## src/rtl/instr_loader.sv

```systemverilog
// Byte-stream program loader: reads a 16-bit word count and N big-endian words into instruction memory, then releases the core.
// Optional trailer checksum (XOR of all data bytes) is enabled by defining LOADER_CKSUM_EN.
module instr_loader (
    input  logic        clk,
    input  logic        rst,
    input  logic        load_start,
    input  logic [7:0]  in_data,
    input  logic        in_valid,
    output logic        in_ready,
    output logic [31:0] Instr_IN,
    output logic        Instr_W_en,
    output logic [8:0]  I_W_Addr,
    output logic        cpu_rst,
    output logic        done,
    output logic        err
);

    typedef enum logic [2:0] {
        IDLE,
        HDR_HI,
        HDR_LO,
        DATA,
        FLUSH,
`ifdef LOADER_CKSUM_EN
        CKSUM,
`endif
        RUN,
        ERR
    } state_t;

    state_t      state;
    state_t      next_state;
    logic [7:0]  hdr_hi;
    logic [15:0] hdr_word;
    logic [23:0] partial;
    logic [1:0]  byte_cnt;
    logic [8:0]  word_addr;
    logic [8:0]  last_idx;
    logic        xfer;
    logic        word_done;
`ifdef LOADER_CKSUM_EN
    logic [7:0]  cksum;
`endif

    assign xfer      = in_valid && in_ready;
    assign hdr_word  = {hdr_hi, in_data};
    assign word_done = (state == DATA) && xfer && (byte_cnt == 2'd3);

    always_ff @(posedge clk) begin
        if (rst) begin
            state <= IDLE;
        end else begin
            state <= next_state;
        end
    end

    always_comb begin
        next_state = state;
        in_ready   = 1'b0;
        cpu_rst    = 1'b1;
        done       = 1'b0;
        err        = 1'b0;
        case (state)
            IDLE: begin
                if (load_start) next_state = HDR_HI;
            end
            HDR_HI: begin
                in_ready = 1'b1;
                if (in_valid) next_state = HDR_LO;
            end
            HDR_LO: begin
                in_ready = 1'b1;
                if (in_valid) begin
                    if (hdr_word == 16'd0 || hdr_word > 16'd512) next_state = ERR;
                    else                                         next_state = DATA;
                end
            end
            DATA: begin
                in_ready = 1'b1;
                if (word_done && word_addr == last_idx) next_state = FLUSH;
            end
            FLUSH: begin
`ifdef LOADER_CKSUM_EN
                next_state = CKSUM;
`else
                next_state = RUN;
`endif
            end
`ifdef LOADER_CKSUM_EN
            CKSUM: begin
                in_ready = 1'b1;
                if (in_valid) next_state = (in_data == cksum) ? RUN : ERR;
            end
`endif
            RUN: begin
                cpu_rst = 1'b0;
                done    = 1'b1;
                if (load_start) next_state = HDR_HI;
            end
            ERR: begin
                err = 1'b1;
                if (load_start) next_state = HDR_HI;
            end
            default: next_state = IDLE;
        endcase
    end

    // Word assembly: three bytes are buffered, the fourth completes the word and fires a one-cycle write.
    always_ff @(posedge clk) begin
        if (rst) begin
            hdr_hi     <= 8'd0;
            partial    <= 24'd0;
            byte_cnt   <= 2'd0;
            word_addr  <= 9'd0;
            last_idx   <= 9'd0;
            Instr_IN   <= 32'd0;
            I_W_Addr   <= 9'd0;
            Instr_W_en <= 1'b0;
`ifdef LOADER_CKSUM_EN
            cksum      <= 8'd0;
`endif
        end else begin
            Instr_W_en <= 1'b0;
            if (state == HDR_HI && xfer) begin
                hdr_hi <= in_data;
            end
            if (state == HDR_LO && xfer) begin
                byte_cnt  <= 2'd0;
                word_addr <= 9'd0;
                last_idx  <= hdr_word[8:0] - 9'd1;
`ifdef LOADER_CKSUM_EN
                cksum     <= 8'd0;
`endif
            end
            if (state == DATA && xfer) begin
                byte_cnt <= byte_cnt + 2'd1;
`ifdef LOADER_CKSUM_EN
                cksum    <= cksum ^ in_data;
`endif
                if (byte_cnt == 2'd3) begin
                    Instr_W_en <= 1'b1;
                    Instr_IN   <= {partial, in_data};
                    I_W_Addr   <= word_addr;
                    word_addr  <= word_addr + 9'd1;
                end else begin
                    partial <= {partial[15:0], in_data};
                end
            end
        end
    end

endmodule

```

## config.mk

```make
export PLATFORM = sky130hd
export DESIGN_NAME = instr_loader
export DESIGN_NICKNAME = d
export VERILOG_FILES = /design/src/rtl/instr_loader.sv
export SDC_FILE = /design/constraint.sdc
export NUM_CORES = 1
export LEC_CHECK = 0
export ABC_AREA = 1
export BUFFER_PORTS_ARGS = -buffer_cell sky130_fd_sc_hd__clkbuf_2
export CAP_MARGIN = 10
export CORE_MARGIN = 2
export CORE_UTILIZATION = 35
export CTS_CLUSTER_DIAMETER = 60
export DETAILED_ROUTE_END_ITERATION = 8
export PLACE_DENSITY = 0.56
export SYNTH_ARGS = -nofsm -noshare
export SYNTH_HDL_FRONTEND = slang
export SYNTH_SLANG_ARGS = --single-unit
```

## constraint.sdc

```tcl
create_clock -name clk -period 2.8 [get_ports clk]
set_input_delay 0.14 -clock clk [delete_from_list [all_inputs] [get_ports clk]]
set_output_delay 0.14 -clock clk [all_outputs]
set_load 0.02 [all_outputs]
```

* Word-level counts from Yosys, hierarchy flattened
Cells that the tools add are included.
Word-level totals: flip-flop bits (word level) 97, logic and storage cells 59
Cells by class: reduce and logical (&&, ||, !) cells 16, $add $sub $neg 3, equal/unequal tests 12, order comparisons 1, muxes and demuxes 16, bitwise gates (word level) 2
Operators by type and width (number):
- $mux W9 | 3
- $gt A16 B10 Y1 const B | 1
- $logic_not A16 Y1 | 1
- $mux W3 | 5
- $pmux W3 S5 | 1
- $add A9 B1 Y9 const B | 1
- $eq A3 B3 Y1 const B | 3
- $eq A9 B9 Y1 | 1
- $sub A9 B1 Y9 const B | 1
- $eq A3 B2 Y1 const B | 2
- $logic_and A1 B1 Y1 | 6
- $reduce_or A3 Y1 | 2
- $mux W1 | 5
- $mux W2 | 2
- $ne A2 B1 Y1 const B | 2
- $ne A2 B2 Y1 const B | 2
- $reduce_and A2 Y1 | 2
- $reduce_and A4 Y1 | 1
- $eq A3 B1 Y1 const B | 1
- $logic_not A3 Y1 | 1
- $add A2 B1 Y2 const B | 1
- $eq A2 B2 Y1 const B | 1
- $not A1 Y1 | 2
- $reduce_bool A2 Y1 | 1
- other kinds (2) | 2

* Longest topological paths before layout
Gate-level depths: netlist of run 1.
depth in word-level cells 9, depth in mapped cells 12, mapped depth without buffers 12

* Least setup slack after synthesis of run 1
OpenSTA, ideal clock, no wires.
kind reg2reg, start point reg state[2], end point reg state[2], library setup time 113 ps, slack 1188 ps, period minus slack after synthesis 1612 ps, path buffers 0, data required time 2687 ps, arrival time 1499 ps, cell stages (with the launch flop) 12, path through dfxtp_1 -> inv_1 -> nor2_1 -> inv_2 -> nand2_1 -> o21bai_1 -> nand2_1 -> inv_2 -> nand2_2 -> nand2_1 -> nand2_1 -> nor2_1
On the way: word-level cells in the longest chain between the ends 9, elaborated cells on any way between the ends 20, those cells by class eq/ne (10); mux (2); reduce/logical (8)
RTL lines:
- start: declaration | RTL line 31 | state_t state;
- start signal: assignment | RTL line 53 | state <= next_state;
- $eq A3 B2 Y1 (tied with other cells) | RTL line 47, 63
- $reduce_or A3 Y1 (no source line)
- $mux W1 | RTL line 63 | case (state)
- $logic_and A1 B1 Y1 | RTL line 45 | assign xfer = in_valid && in_ready;
- $logic_and A1 B1 Y1 (2 in series) | RTL line 47 | assign word_done = (state == DATA) && xfer && (byte_cnt == 2'd3);
- $logic_and A1 B1 Y1 | RTL line 80 | if (word_done && word_addr == last_idx) next_state = FLUSH;
- $ne A2 B1 Y1 (no source line)
- $reduce_and A4 Y1 (no source line)
Several ways; a longest one is shown, not always the timed one. A chain may end at the register's enable or synchronous reset.

* Worst setup path in the final report of run 1
start point reg state[0], end point reg Instr_IN[4]
On the way: word-level cells in the longest chain between the ends 6, elaborated cells on any way between the ends 8, those cells by class eq/ne (3); mux (1); reduce/logical (4)
RTL lines:
- $eq A3 B2 Y1 (tied with other cells) | RTL line 63, 135
- $reduce_or A3 Y1 (no source line)
- $mux W1 | RTL line 63
- $logic_and A1 B1 Y1 | RTL line 45
- $logic_and A1 B1 Y1 * | RTL line 135 | if (state == DATA && xfer) begin
- $reduce_and A2 Y1 (no source line) *
- end signal: assignment | RTL line 142 | Instr_IN <= {partial, in_data};
- end: declaration | RTL line 10 | output logic [31:0] Instr_IN,
Mark *: on every way between the ends. The rest lies on a longest branch, timed or not.

==> qor.yml, run 1 <==
power:
  p_leak_nw: 2.05
  vdd_drop_max_uv: 383
  power_density_mw_per_mm2: 715
logic_synthesis:
  synth_nets: 548
  yosysUniqueCellTypes: 32
  syn_inst: 532
  yosysTopAreaCell: "dfxtp_1"
  ys_seq_elements: 97
  synth_area_per_cell_um2: 7.46
  yosysWarningCount: 0
  yosysTopAreaCellShare_pct: 48.9
  syn_area_mm2: 0.00397
  yosysSeqAreaShare_pct: 48.9
  synth_area_leaders: "dfxtp_1 (49%), nor2_1 (11%), o21ai_0 (10%), nand2_1 (6.1%), a21oi_1 (5.9%)"
drt:
  via_count: 3487
  wire_per_inst_um: 12.7
  drtPass1Iterations: 5
  wl_mm: 9.18
  routed_via_density: 4.82
  drc: 0
  final_antenna_net_count: 0
  drtIter0Drc: 184
cts:
  post_cts_resized: 0
  tritoncts: "done"
  holdBufCountCts: 0
  h-tree-depth: 3
  insertion_delay_ps: 350
  cts_sinks: 97
  cts_setup_buffers: 0
  clockBufferDepth: 2
  cts_root_buf: "clkbuf_16"
  cts_made_buffers: 9
  path_clk_slew_ps: 70
cells_and_area:
  area_growth_syn_to_layout_pct: 16.9
  num-fill-cells: 1140
  final_common_cell: "nor2_1"
  post-route-util_pct: 42.4
  layout.cells.non_filler: 724
  num_antenna_cells: 0
  final_nets: 595
  final_cell_mix: "nor2_1 (117), dfxtp_1 (97), o21ai_0 (83)"
  drive_gt1_share_pct: 16.4
critical_path:
  critPathCaptureType: "register"
  slowest_stage: "dfxtp_1"
  crit_type: "register to register"
  crit_path_cell_trace: "nand2_2 > nor2_4 > nand2_2 > inv_2 > nand2_2 > inv_2 > buf_4 > o21ai_0 > a21oi_1"
  crit_path_start: "state[0]"
  crit_top_cell: "nand2_2"
  cp_top_family: "buffers and inverters"
  r2r_start: "state[0]"
  crit_path_start_kind: "register"
  cpPeakStageDelay_ps: 450
  crit_required_ps: 3090
  worstPathMaxFanout: 31
  critPathArrivalTime_ps: 2240
  cp_num_buf_inv: 3
grt:
  grt_remaining_overflow: 0
  grt_max_degree: 43
  antenna_found_initial: 0
  grt_pass1_vias: 3150
  grt_pass1_wl_mm: 15.2
  track_usage_pct: 15.2
outcome:
  status: "complete, no violations"
floorplan:
  rows: 38
  die_w_um: 111
  initial_utilization_pct: 36.3
  core_area_mm2: 0.0109
  die_area_mm2: 0.0122
  fp.dieH_um: 111
  ios: 58
sta:
  period_minus_slack_ps: 1950
  tns_ps: 0
  whs_ps: 1.59
  clock.fmax_ghz: 0.513
  maxSlewHeadroom_pct: 40.7
  slew_viol_final: 0
  worst_pin_slew_ps: 886
  hold_viol_final: 0
  skew_ps: 10.9
  setup_viol: 0
  rsz0062_at_grt: "false"
  min_period_over_period_pct: 69.7
  setup_ws_ps: 850
place:
  routabilityCongestion: 0.790
  post-place-ws_ps: 870
  place_inst: 708
  dp_hpwl_mm: 6.47
  io_buffers: 57
min_path:
  hold_class: "primary input to register"
  hold_path.startpoint: "in_data[0]"
job:
  max-cap-violations: 0
Yosys cell counts:
cell type	count
nor3_2	1
inv_1	38
nor4_1	1
nand3b_1	2
o21ai_0	83
nand2_1	65
a31oi_1	1
dfxtp_1	97
nor3_1	4
ha_1	4
or2_2	1
nor2_1	117
buf_2	7
nor2_4	2
a211oi_1	1
buf_4	2
nand3_1	15
o21ai_1	2
xor2_1	3
buf_6	3
nor3b_2	1
o41ai_1	1
o21bai_1	1
o211ai_1	3
xnor2_1	3
clkbuf_2	1
a211oi_2	2
nor2_2	1
nand2_2	5
clkbuf_1	13
inv_2	5
a21oi_1	47
stage by stage:
| step | area, um^2 | total power [mW] |
|---|---|---|
| 5_1_grt | 4640 | 3.49 |
| 3_5_place_dp | 4330 | 2.08 |
| 3_3_place_gp | 4330 | 2.07 |
| 6_report | 4640 | 3.32 |
| 4_1_cts | 4640 | 3.35 |
| 2_1_floorplan | 3970 | 1.95 |
power by group:
part           internal (mW)  total (mW)  switching [mW]  leakage [nW]
Clock                  0.726        1.28           0.549         0.150
Combinational          0.176       0.504           0.327          1.12
Sequential              1.46        1.54          0.0768         0.783
Total                   2.37        3.32           0.953          2.05
layout make-up:
type | count | area (um^2) | share of cell area, %
clock buffers | 10 | 239 | 5.15
clock inverters | 6 | 72.6 | 1.56
inverters | 43 | 161 | 3.48
multi-input cells | 366 | 1730 | 37.3
flip-flops and latches | 97 | 1940 | 41.8
well taps | 140 | 175 | 3.77
repair buffers | 62 | 323 | 6.95
worst register-to-register path, cell delays in order (launching register included):
cell     delay [ps]
dfxtp_1         450
nand2_2         100
nor2_4          120
nand2_2          90
inv_2            70
nand2_2          50
inv_2           370
buf_4           380
o21ai_0         140
a21oi_1         130
registers in the layout, summed over array words and instances, names as in the netlist:
signal	flops
state	3
I_W_Addr	9
Instr_W_en	1
partial	24
last_idx	9
word_addr	9
hdr_hi	8
byte_cnt	2
Instr_IN	32
metal layers:
metal / routed length [um] / part of all wire (%) / global-route usage (%)
met4: 176 / 1.9 / 6.67
met2: 3820 / 42 / 22.0
met3: 498 / 5.4 / 3.95
met1: 4680 / 51 / 21.3
met5: 0 / 0 / 0
logic make-up (layout without fill, tap and decap cells):
family                   count (synthesis)  after routing  synth area share (%)
AO/OA/AOI/OAI                          141            141                  18.6
XOR/XNOR                                 6              6                  1.32
adder cells (fa/ha/maj)                  4              4                  1.26
buffers and inverters                   69            121                  7.53
flip-flops                              97             97                  48.9
AND/OR/NAND/NOR                        215            215                  22.4
path summary, 6_finish.rpt:
check,slack (ps),cells after the start,end
worst max-delay path,850,9,Instr_IN[4]
worst max register to register,850,9,Instr_IN[4]
worst min register to register,460,2,I_W_Addr[0]
worst min-delay path,2,2,last_idx[0]
Note: power is estimated with default switching activity, not from simulation.
==> run 2: changes to the inputs <==
==> constraint.sdc (replaced) <==
create_clock -name clk -period 1.8 [get_ports clk]
set_input_delay 0.09 -clock clk [delete_from_list [all_inputs] [get_ports clk]]
set_output_delay 0.09 -clock clk [all_outputs]
set_load 0.02 [all_outputs]
==> run 2 against run 1 <==
  * Wire length grew 1.7%
  * Final cell count up 0.69%
  * Clock skew is 4.1 ps lower
  * Hold slack better by 51 ps
  * Sequential cell count stayed put
  * Die area unchanged
  * Via count is 0.14% higher
  * Sequential share of layout area fell by 0.46 points
  * Register-to-register slack worse by 690 ps
  * Critical path depth grew 1
  * Clock-buffer cell count grew 1
  * Setup slack got worse by 690 ps
  * Largest power group unchanged
==> qor.yml, run 2 (synthesis gave the netlist of run 1 again) <==
power:
  p_leak_nw: 2.08  # +1.3%
  vdd_drop_max_uv: 751  # +96%
  power_density_mw_per_mm2: 1070  # +50%
critical_path:
  crit_path_start_kind: "register"
  critPathArrivalTime_ps: 1890  # -350 ps
  worstPathMaxFanout: 34  # +9.7%
  crit_type: "register to register"
  critPathCaptureType: "register"
  crit_required_ps: 2040  # -1050 ps
grt:
  track_usage_pct: 16.1  # +0.90 points
  antenna_found_initial: 0  # unchanged
  grt_use_met3_pct: 4.94  # +0.99 points
  grt_max_degree: 70  # +63%
  met1_usage_pct: 22.2  # +0.91 points
  use_met2_pct: 23.6  # +1.6 points
  grt_pass1_vias: 3285  # +4.3%
  grt_pass1_wl_mm: 16.0  # +5.3%
  top_usage_layer: "met2"
  grt_remaining_overflow: 0  # unchanged
drt:
  drc: 0  # unchanged
  wire_per_inst_um: 12.8  # +0.97%
  wl_mm: 9.33  # +1.7%
  final_antenna_net_count: 0  # unchanged
  drtIter0Drc: 196  # +6.5%
  routed_via_density: 4.79  # -0.54%
  via_count: 3492  # +0.14%
  drtPass1Iterations: 4  # -1
cells_and_area:
  area_growth_syn_to_layout_pct: 18.2
  largest_reg_flops: 32  # unchanged
  final_common_cell: "nor2_1"
  multiInputGateArea_mm2: 0.00173  # unchanged
  final_cell_mix: "nor2_1 (117), dfxtp_1 (97), o21ai_0 (83)"
  num_antenna_cells: 0  # unchanged
  top_regs: "Instr_IN: 32 flops, partial: 24 flops"
  num-fill-cells: 1165  # +2.2%
  largest_register: "Instr_IN"
  final_nets: 600  # +0.84%
  final_area_mm2: 0.00469  # +1.1%
  seq_area_mm2: 0.00194  # unchanged
  drive_gt1_share_pct: 16.8  # +0.37 points
floorplan:
  die_area_mm2: 0.0122  # unchanged
  initial_utilization_pct: 36.3  # unchanged
  fp.dieH_um: 111  # unchanged
  rows: 38  # unchanged
  core_area_mm2: 0.0109  # unchanged
  die_w_um: 111  # unchanged
  ios: 58  # unchanged
place:
  io_buffers: 57  # unchanged
  routabilityCongestion: 0.920  # +16%
  dp_hpwl_mm: 6.62  # +2.3%
  placed_cell_area_mm2: 0.00440  # +1.6%
job:
  max-cap-violations: 0  # unchanged
sta:
  rsz0062_at_grt: "false"
  period_minus_slack_ps: 1650  # -305 ps
  tns_ps: 0  # unchanged
  skew_ps: 6.78  # -4.14 ps
  setup_viol: 0  # unchanged
  min_period_over_period_pct: 91.4  # +22 points
  slew_viol_final: 0  # unchanged
  hold_viol_final: 0  # unchanged
  whs_ps: 52.3  # +50.7 ps
  clock.fmax_ghz: 0.608  # +19%
  maxSlewHeadroom_pct: 66.0  # +25 points
  worst_pin_slew_ps: 509  # -377 ps
cts:
  cts_root_buf: "clkbuf_16"
  clockBufferDepth: 2  # unchanged
  path_clk_slew_ps: 70  # about the same
  h-tree-depth: 3  # unchanged
  cts_made_buffers: 9  # unchanged
  insertion_delay_ps: 350  # about the same
  cts_sinks: 97  # unchanged
  tritoncts: "done"
outcome:
  status: "complete, no violations"
min_path:
  hold_class: "primary input to register"
-- run 2: what timing repair did --
| item | in CTS | in global routing |
|---|---|---|
| endpoints found under the hold margin | 1 | 0 |
| hold buffers | 1 | 0 |
| gates resized for setup | 0 | 1 |
| endpoints found under the setup margin | 0 | 1 |
| buffers inserted | 0 | 0 |
-- run 2: final cells by class --
| type | instances | area share [%] |
|---|---|---|
| Clock buffer | 11 | 5.17 |
| Clock inverter | 5 | 0.826 |
| Inverter | 43 | 3.44 |
| Multi-Input combinational cell | 366 | 36.8 |
| Sequential cell | 97 | 41.4 |
| Tap cell | 140 | 3.73 |
| Timing Repair Buffer | 67 | 8.61 |
-- run 2: metal layers --
metal | vias up | share of wire, %
met5 | - | 0
met1 | 1574 | 50
met2 | 77 | 44
met3 | 9 | 4.4
li1 | 1832 | -
met4 | 0 | 1.6
-- run 2: path summary, 6_finish.rpt --
kind,start,endpoint,slack (ps),depth (start not counted)
setup reg to reg,state[0],word_addr[8],150,10
hold / removal,in_data[4],last_idx[4],50,3
hold reg to reg,I_W_Addr[7],I_W_Addr[7],470,2
setup / recovery,state[0],word_addr[8],150,10
-- run 2: stage by stage --
step / utilization, % / instances / power (mW) / worst slack [ps]
2_1_floorplan: - / 532 / 3.04 / 188
3_3_place_gp: 40.2 / 712 / 3.24 / 245
3_5_place_dp: 40.2 / 712 / 3.25 / 180
4_1_cts: 42.9 / 729 / 5.09 / 164
5_1_grt: 42.9 / 729 / 5.33 / 17.7
6_report: 42.9 / 729 / 5.04 / 155
-- run 2: critical path, stage by stage, from the launching register on --
cell and delay [ps]:
dfxtp_1 450, nand2_2 100, nor2_4 120, nand2_2 90
inv_2 70, nand2_2 80, inv_2 100, buf_12 180
nand2_1 90, o211ai_1 190, a21oi_1 70
-- run 2: power breakdown --
part           leakage, nW  internal (mW)  switching (mW)
Clock                0.136          0.982           0.844
Combinational         1.16          0.291           0.518
Sequential           0.783           2.28           0.122
Total                 2.08           3.55            1.48
